File: src/rtl/sync_req_arbiter.sv
// Round-robin arbiter sharing one resource between NUM_REQ asynchronous request lines.
// Define SYNC_ARB_TIMEOUT_EN to add a grant watchdog that aborts after TIMEOUT_CYCLES.
module sync_req_arbiter #(
    parameter int NUM_REQ        = 4,
    parameter int ID_W           = 2,
    parameter int TIMEOUT_CYCLES = 255
) (
    input  logic               clk,
    input  logic               n_reset,
    input  logic [NUM_REQ-1:0] async_req,
    input  logic               done,
    output logic [NUM_REQ-1:0] grant,
    output logic               grant_valid,
    output logic [ID_W-1:0]    grant_id,
    output logic [NUM_REQ-1:0] pending,
    output logic               timeout
);

    if (NUM_REQ < 2 || NUM_REQ > 16 || ID_W != $clog2(NUM_REQ) || TIMEOUT_CYCLES < 1) begin : g_bad_cfg
        $error("sync_req_arbiter: illegal parameter combination");
    end

    typedef enum logic {IDLE, GRANT} state_t;

    state_t             state;
    logic [NUM_REQ-1:0] s1, s2, prev, rise;
    logic [NUM_REQ-1:0] sel_onehot, clr;
    logic [ID_W-1:0]    rr_ptr, sel, idx;
    logic               found;
    logic               expire;

    always_ff @(posedge clk or negedge n_reset) begin
        if (!n_reset) begin
            s1   <= '0;
            s2   <= '0;
            prev <= '0;
        end else begin
            s1   <= async_req;
            s2   <= s1;
            prev <= s2;
        end
    end

    assign rise = s2 & ~prev;

    // First pending channel after rr_ptr, wrapping modulo NUM_REQ.
    always_comb begin
        sel   = rr_ptr;
        found = 1'b0;
        idx   = '0;
        for (int unsigned k = 1; k <= NUM_REQ; k++) begin
            idx = ID_W'((32'(rr_ptr) + k) % NUM_REQ);
            if (!found && pending[idx]) begin
                sel   = idx;
                found = 1'b1;
            end
        end
    end

    assign sel_onehot = {{(NUM_REQ-1){1'b0}}, 1'b1} << sel;
    assign clr        = (state == IDLE) ? (sel_onehot & {NUM_REQ{found}}) : '0;

    // A rise on the granting edge wins over the clear.
    always_ff @(posedge clk or negedge n_reset) begin
        if (!n_reset) begin
            pending <= '0;
        end else begin
            pending <= (pending & ~clr) | rise;
        end
    end

`ifdef SYNC_ARB_TIMEOUT_EN
    localparam int CNT_W = $clog2(TIMEOUT_CYCLES + 1);
    localparam logic [CNT_W-1:0] CNT_LAST = CNT_W'(TIMEOUT_CYCLES - 1);

    logic [CNT_W-1:0] cnt;

    assign expire = (state == GRANT) && !done && (cnt == CNT_LAST);

    // Counter idles at zero, so it is already clear on entry to GRANT.
    always_ff @(posedge clk or negedge n_reset) begin
        if (!n_reset) begin
            cnt     <= '0;
            timeout <= 1'b0;
        end else begin
            timeout <= expire;
            if (state == IDLE) begin
                cnt <= '0;
            end else if (!done && !expire) begin
                cnt <= cnt + 1'b1;
            end
        end
    end
`else
    assign expire  = 1'b0;
    assign timeout = 1'b0;
`endif

    always_ff @(posedge clk or negedge n_reset) begin
        if (!n_reset) begin
            state    <= IDLE;
            grant    <= '0;
            grant_id <= '0;
            rr_ptr   <= ID_W'(NUM_REQ - 1);
        end else begin
            case (state)
                IDLE: begin
                    if (found) begin
                        grant    <= sel_onehot;
                        grant_id <= sel;
                        rr_ptr   <= sel;
                        state    <= GRANT;
                    end
                end
                GRANT: begin
                    if (done || expire) begin
                        grant    <= '0;
                        grant_id <= '0;
                        state    <= IDLE;
                    end
                end
                default: state <= IDLE;
            endcase
        end
    end

    assign grant_valid = |grant;

endmodule

File: config.mk
export PLATFORM = sky130hd
export DESIGN_NAME = sync_req_arbiter
export DESIGN_NICKNAME = d
export VERILOG_FILES = /design/src/rtl/sync_req_arbiter.sv
export SDC_FILE = /design/constraint.sdc
export NUM_CORES = 1
export LEC_CHECK = 0
export ABC_AREA = 1
export CAP_MARGIN = 15
export CORE_MARGIN = 8
export CORE_UTILIZATION = 52
export DETAILED_ROUTE_END_ITERATION = 8
export PLACE_DENSITY = 0.76
export SLEW_MARGIN = 30
export SYNTH_ARGS = -nofsm -noshare
export SYNTH_HDL_FRONTEND = slang
export SYNTH_SLANG_ARGS = --single-unit
File: constraint.sdc
create_clock -name clk -period 2.5 [get_ports clk]
set_clock_uncertainty 0.15 [all_clocks]
set_input_delay 0.375 -clock clk [delete_from_list [all_inputs] [get_ports clk]]
set_output_delay 0.375 -clock clk [all_outputs]
set_load 0.03 [all_outputs]
==> results of run 1 <==
## stage by stage
| step | std cells | worst slack, ps | util, % | cell area, um2 |
|---|---|---|---|---|
| final | 188 | 456.1 | 64.42 | 1425 |
| after global routing | 188 | 370.1 | 64.42 | 1425 |
| after global placement | 184 | 587.4 | 63.18 | 1398 |
| after CTS | 188 | 441.4 | 64.42 | 1425 |
| after floorplan | 141 | 749.9 | - | 1215 |
| after detailed placement | 184 | 553.7 | 63.18 | 1398 |
## worst max-delay path by stage
stage / depth (start not counted) / slack [ps] / startpoint / to
after floorplan: 12 / 750 / rr_ptr[0] / pending[0]
final: 3 / 460 / grant[0] / grant_valid
after detailed placement: 11 / 550 / rr_ptr[0] / pending[3]
after global placement: 11 / 590 / rr_ptr[0] / pending[1]
after CTS: 3 / 440 / grant[0] / grant_valid
after global routing: 12 / 370 / rr_ptr[0] / pending[2]
## synth_stat cells
| library cell | count |
|---|---|
| o21ai_0 | 3 |
| inv_2 | 2 |
| a21oi_1 | 1 |
| nor2_2 | 2 |
| buf_4 | 1 |
| inv_8 | 1 |
| nand2_4 | 5 |
| o21ai_1 | 5 |
| nand3_1 | 10 |
| buf_6 | 2 |
| dfrtp_1 | 23 |
| inv_1 | 14 |
| dfstp_2 | 2 |
| nand2_1 | 54 |
| inv_6 | 1 |
| nand3_4 | 1 |
| nor2_1 | 1 |
| nor2_4 | 1 |
| nand3_2 | 1 |
| nand2_2 | 8 |
| conb_1 | 1 |
| o21bai_1 | 1 |
| nand4_1 | 1 |
## registers in the layout, summed over array words and instances (netlist names)
signal    count
grant         4
grant_id      2
pending       4
prev          4
rr_ptr        2
s1            4
s2            4
state         1
## per-layer routing
layer,part of all wire (%),vias to the layer above,global-route usage (%),routed length (um)
met2,50,15,20.25,1200
met5,0,-,0,0
met4,1.8,0,5.722,43
met1,44,447,14.27,1071
met3,4.1,4,3.310,98
li1,-,467,-,-
## cell usage in the layout (no fill, tap or decap), types with 2 or more instances in the layout
cell / Yosys / routed
clkbuf_4: 0 / 3
clkdlybuf4s50_1: 0 / 17
dfrtp_1: 23 / 23
dfstp_2: 2 / 2
inv_1: 14 / 14
inv_2: 2 / 2
nand2_1: 54 / 54
nand2_2: 8 / 8
nand2_4: 5 / 5
nand3_1: 10 / 10
nor2_2: 2 / 2
o21ai_0: 3 / 3
o21ai_1: 5 / 5
## worst max-delay path: stages, from the launching register on
cell	delay, ps
dfrtp_1	380
inv_1	60
nand4_1	80
clkdlybuf4s50_1	670
## cell type report
cell class / instances / area, um2
Sequential cell: 25 / 628.1
Clock buffer: 3 / 22.52
Clock inverter: 1 / 5.005
Tap cell: 28 / 35.03
Fill cell: 186 / 787.0
Multi-Input combinational cell: 95 / 476.7
Inverter: 18 / 80.08
Timing Repair Buffer: 18 / 177.7
## cells by family after synthesis
family | count (synthesis) | synth area share [%]
AND/OR/NAND/NOR | 84 | 34.60
flip-flops | 25 | 51.70
buffers and inverters | 21 | 9.063
AO/OA/AOI/OAI | 10 | 4.325
other | 1 | 0.3087
==> impl_metrics.py, run 1 <==
metrics = {
    "sta": {
        "finalSetupTns_ps": 0,
        "finalSetupViolations": 0,
        "hold_ws_ps": 218.2,
        "fin_crit_sh_pct": 81.76,
        "slew_violations": 0,
        "rsz0062_at_grt": "no",
        "min_period_ps": 2044,
        "hold_violations": 0,
        "max_freq_mhz": 489.3,
    },
    "die": {
        "dieHeight_um": 64.34,
        "die_area_um2": 4139,
        "num_rows": 17,
        "core-area_um2": 2212,
        "io_pins": 19,
        "initial_core_util_pct": 54.92,
        "die_w_um": 64.34,
    },
    "clocking": {
        "clock_sinks": 25,
        "clkTransAtPathRegs_ps": 130,
        "cts_tree": "built",
        "post_cts_buffers": 0,
        "cts_buffers": 3,
        "clk_latency_ps": 320,
        "cts-root-buf": "clkbuf_4",
        "htree_num_levels": 1,
        "cts_hold_buf": 0,
        "ctsResizeCount": 0,
        "clk_path_buf_depth": 2,
    },
    "global_routing": {
        "antenna_found_initial": 0,
        "grt_usage_pct": 12.20,
        "grt_pass1_wl_um": 4119,
        "gr-total-overflow": 0,
        "grt_pass1_vias": 949,
        "grt_max_degree": 26,
    },
    "routing": {
        "via_per_inst": 4.963,
        "dr.pass1.iters": 4,
        "avgRoutedWirePerCell_um": 12.84,
        "drt_iter0_drc": 52,
        "drt-total-wl_um": 2413,
        "drc": 0,
        "ant_nets": 0,
        "vias": 933,
    },
    "critical_path": {
        "cp.required_ps": 1980,
        "end_kind": "output pin",
        "ff2ff_setup_slack_ps": 520,
        "cp-start-kind": "flop",
        "r2r_cells": 13,
        "reg2reg_from": "rr_ptr[0]",
        "rr_endpoint": "pending[3]",
        "critPathKind": "reg2out",
        "cp.arrival_ps": 1520,
        "cp_max_fo": 2,
    },
    "yosys": {
        "synth_top_area_share_pct": 47.37,
        "yosysSeqAreaShare_pct": 51.70,
        "synth-seq-cells": 25,
        "yosys_warnings": 0,
        "syn-num-nets": 148,
        "synthTopCellsByArea": "dfrtp_1 (47%), nand2_1 (17%), nand2_4 (4.6%)",
        "syn_area_um2": 1215,
        "synth_cell_types": 23,
        "syn_inst": 141,
        "yosysTopAreaCell": "dfrtp_1",
        "avgSynthCellArea_um2": 8.616,
    },
    "status": {
        "outcome": "complete, no violations",
    },
    "worst_hold_path": {
        "hold_depth": 0,
        "whs_endpoint": "s2[3]",
        "hold_path_startpoint": "s1[3]",
        "min_path_type": "reg2reg",
    },
    "layout": {
        "antenna_cells": 0,
        "drive_above_1_share_pct": 18.13,
        "fin_nets": 168,
        "synthToLayoutAreaGrowth_pct": 17.30,
    },
    "placement": {
        "gp_congestion": 0.9015,
        "hpwlAfterDp_um": 1882,
        "io_buffers": 17,
    },
    "job": {
        "cap_violations": 0,
    },
}
Power of run 1 is not shown: default switching activity piles up to over one toggle a cycle in this logic, so the estimate is an artifact.
==> run 2: changes to the inputs <==
==> constraint.sdc (replaced) <==
create_clock -name clk -period 2 [get_ports clk]
set_clock_uncertainty 0.15 [all_clocks]
set_input_delay 0.3 -clock clk [delete_from_list [all_inputs] [get_ports clk]]
set_output_delay 0.3 -clock clk [all_outputs]
set_load 0.03 [all_outputs]
==> impl_metrics.py, run 2 (synthesis gave the netlist of run 1 again) <==
metrics = {
    "sta": {
        "fin_crit_sh_pct": 98.24,
        "slew_violations": 0,
        "hold_violations": 0,
        "min_period_ps": 1965,
        "max_freq_mhz": 508.9,
        "rsz0062_at_grt": "yes",
        "finalSetupViolations": 0,
    },
    "worst_hold_path": {
        "min_path_type": "in2async",
    },
    "die": {
        "die_w_um": 64.34,
        "io_pins": 19,
        "num_rows": 17,
        "initial_core_util_pct": 54.92,
        "dieHeight_um": 64.34,
        "die_area_um2": 4139,
        "core-area_um2": 2212,
    },
    "layout": {
        "fin_nets": 182,
        "synthToLayoutAreaGrowth_pct": 35.22,
        "final_cells": 202,
        "fin_util_pct": 74.26,
        "drive_above_1_share_pct": 36.78,
        "final_cell_mix": "nand2_1 (37), dfrtp_1 (23), nand2_2 (20)",
        "final_common_cell": "nand2_1",
        "antenna_cells": 0,
        "final_cell_area_um2": 1643,
        "fillers": 161,
    },
    "routing": {
        "drc": 0,
        "drt_iter0_drc": 19,
        "ant_nets": 0,
        "drt-total-wl_um": 2732,
        "avgRoutedWirePerCell_um": 13.52,
        "dr.pass1.iters": 4,
        "vias": 990,
        "via_per_inst": 4.901,
    },
    "clocking": {
        "clock_sinks": 25,
        "htree_num_levels": 1,
        "clk_latency_ps": 320,
        "clkTransAtPathRegs_ps": 130,
        "clk_path_buf_depth": 2,
        "cts_buffers": 3,
        "cts-root-buf": "clkbuf_4",
        "cts_tree": "built",
    },
    "critical_path": {
        "cp_max_fo": 3,
        "critPathKind": "reg2reg",
        "end_kind": "flop",
        "cp.arrival_ps": 2040,
        "cp.required_ps": 2070,
        "cp-start-kind": "flop",
    },
    "global_routing": {
        "grt_pass1_vias": 1006,
        "grt_pass1_wl_um": 4278,
        "gr-total-overflow": 0,
        "antenna_found_initial": 0,
        "grt_usage_pct": 12.83,
        "grt_max_degree": 26,
    },
    "status": {
        "outcome": "complete, no violations",
    },
    "job": {
        "cap_violations": 0,
    },
    "placement": {
        "io_buffers": 17,
        "dp_cells": 185,
        "gp_congestion": 0.9423,
        "place_area_um2": 1405,
        "hpwlAfterDp_um": 1906,
    },
}
-- run 2: changes by cell type in the layout (fill, tap and decap cells not counted), sizes merged --
cell	delta
clkdlybuf4s50	-2
clkinv	+1
buf	+13
dlymetal6s2s	+1
dlygate4sd2	+1
-- run 2: repair_timing --
item / CTS / global route
hold buffers: 0 / 0
buffers inserted: 0 / 12
gates cloned: 0 / 1
pin swaps: 0 / 16
gates resized for setup: 1 / 35
endpoints found under the setup margin: 1 / 11
-- run 2: layout make-up --
type,instances,area (um2),area share (%)
Multi-Input combinational cell,95,573.1,34.88
Clock inverter,1,5.005,0.3046
Inverter,18,80.08,4.874
Clock buffer,3,22.52,1.371
Timing Repair inverter,1,6.256,0.3808
Sequential cell,25,628.1,38.23
Tap cell,28,35.03,2.133
Timing Repair Buffer,31,292.8,17.82
-- run 2: critical path, stage by stage (launching register included) --
cell and delay [ps]:
dfstp_2 620, buf_12 120, nand2_2 60, nand2_4 80, nand2_4 80, buf_4 140
nand3_1 80, nand2_1 70, nand2_2 60, nand2_2 60, nor2_4 140, nand2_2 90
nand2_1 60, nand2_1 40
-- run 2: metal layers --
metal  wire, um  track usage [%]
met5          0                0
met4         61            5.450
met3        114            3.833
met2       1475            21.86
met1       1081            14.52
-- run 2: path summary, 6_finish.rpt --
path	slack (ps)	startpoint	depth (start not counted)	to
min	160	n_reset	2	grant[1]
max	40	rr_ptr[1]	13	pending[0]
min in group clk	220	s1[0]	0	s2[0]
max reg2reg	40	rr_ptr[1]	13	pending[0]
min reg2reg	220	s1[0]	0	s2[0]
max in group asynchronous	1250	n_reset	2	rr_ptr[0]
-- run 2: stage by stage --
stage,hold slack (ps),worst slack [ps],TNS (ps)
2_1_floorplan,-145.6,249.9,0
3_3_place_gp,187.2,83.54,0
3_5_place_dp,186.5,37.04,0
4_1_cts,179.0,21.42,0
5_1_grt,181.9,-77.55,-551.5
6_report,164.5,35.16,0
Power of run 2 is left out for the same reason.
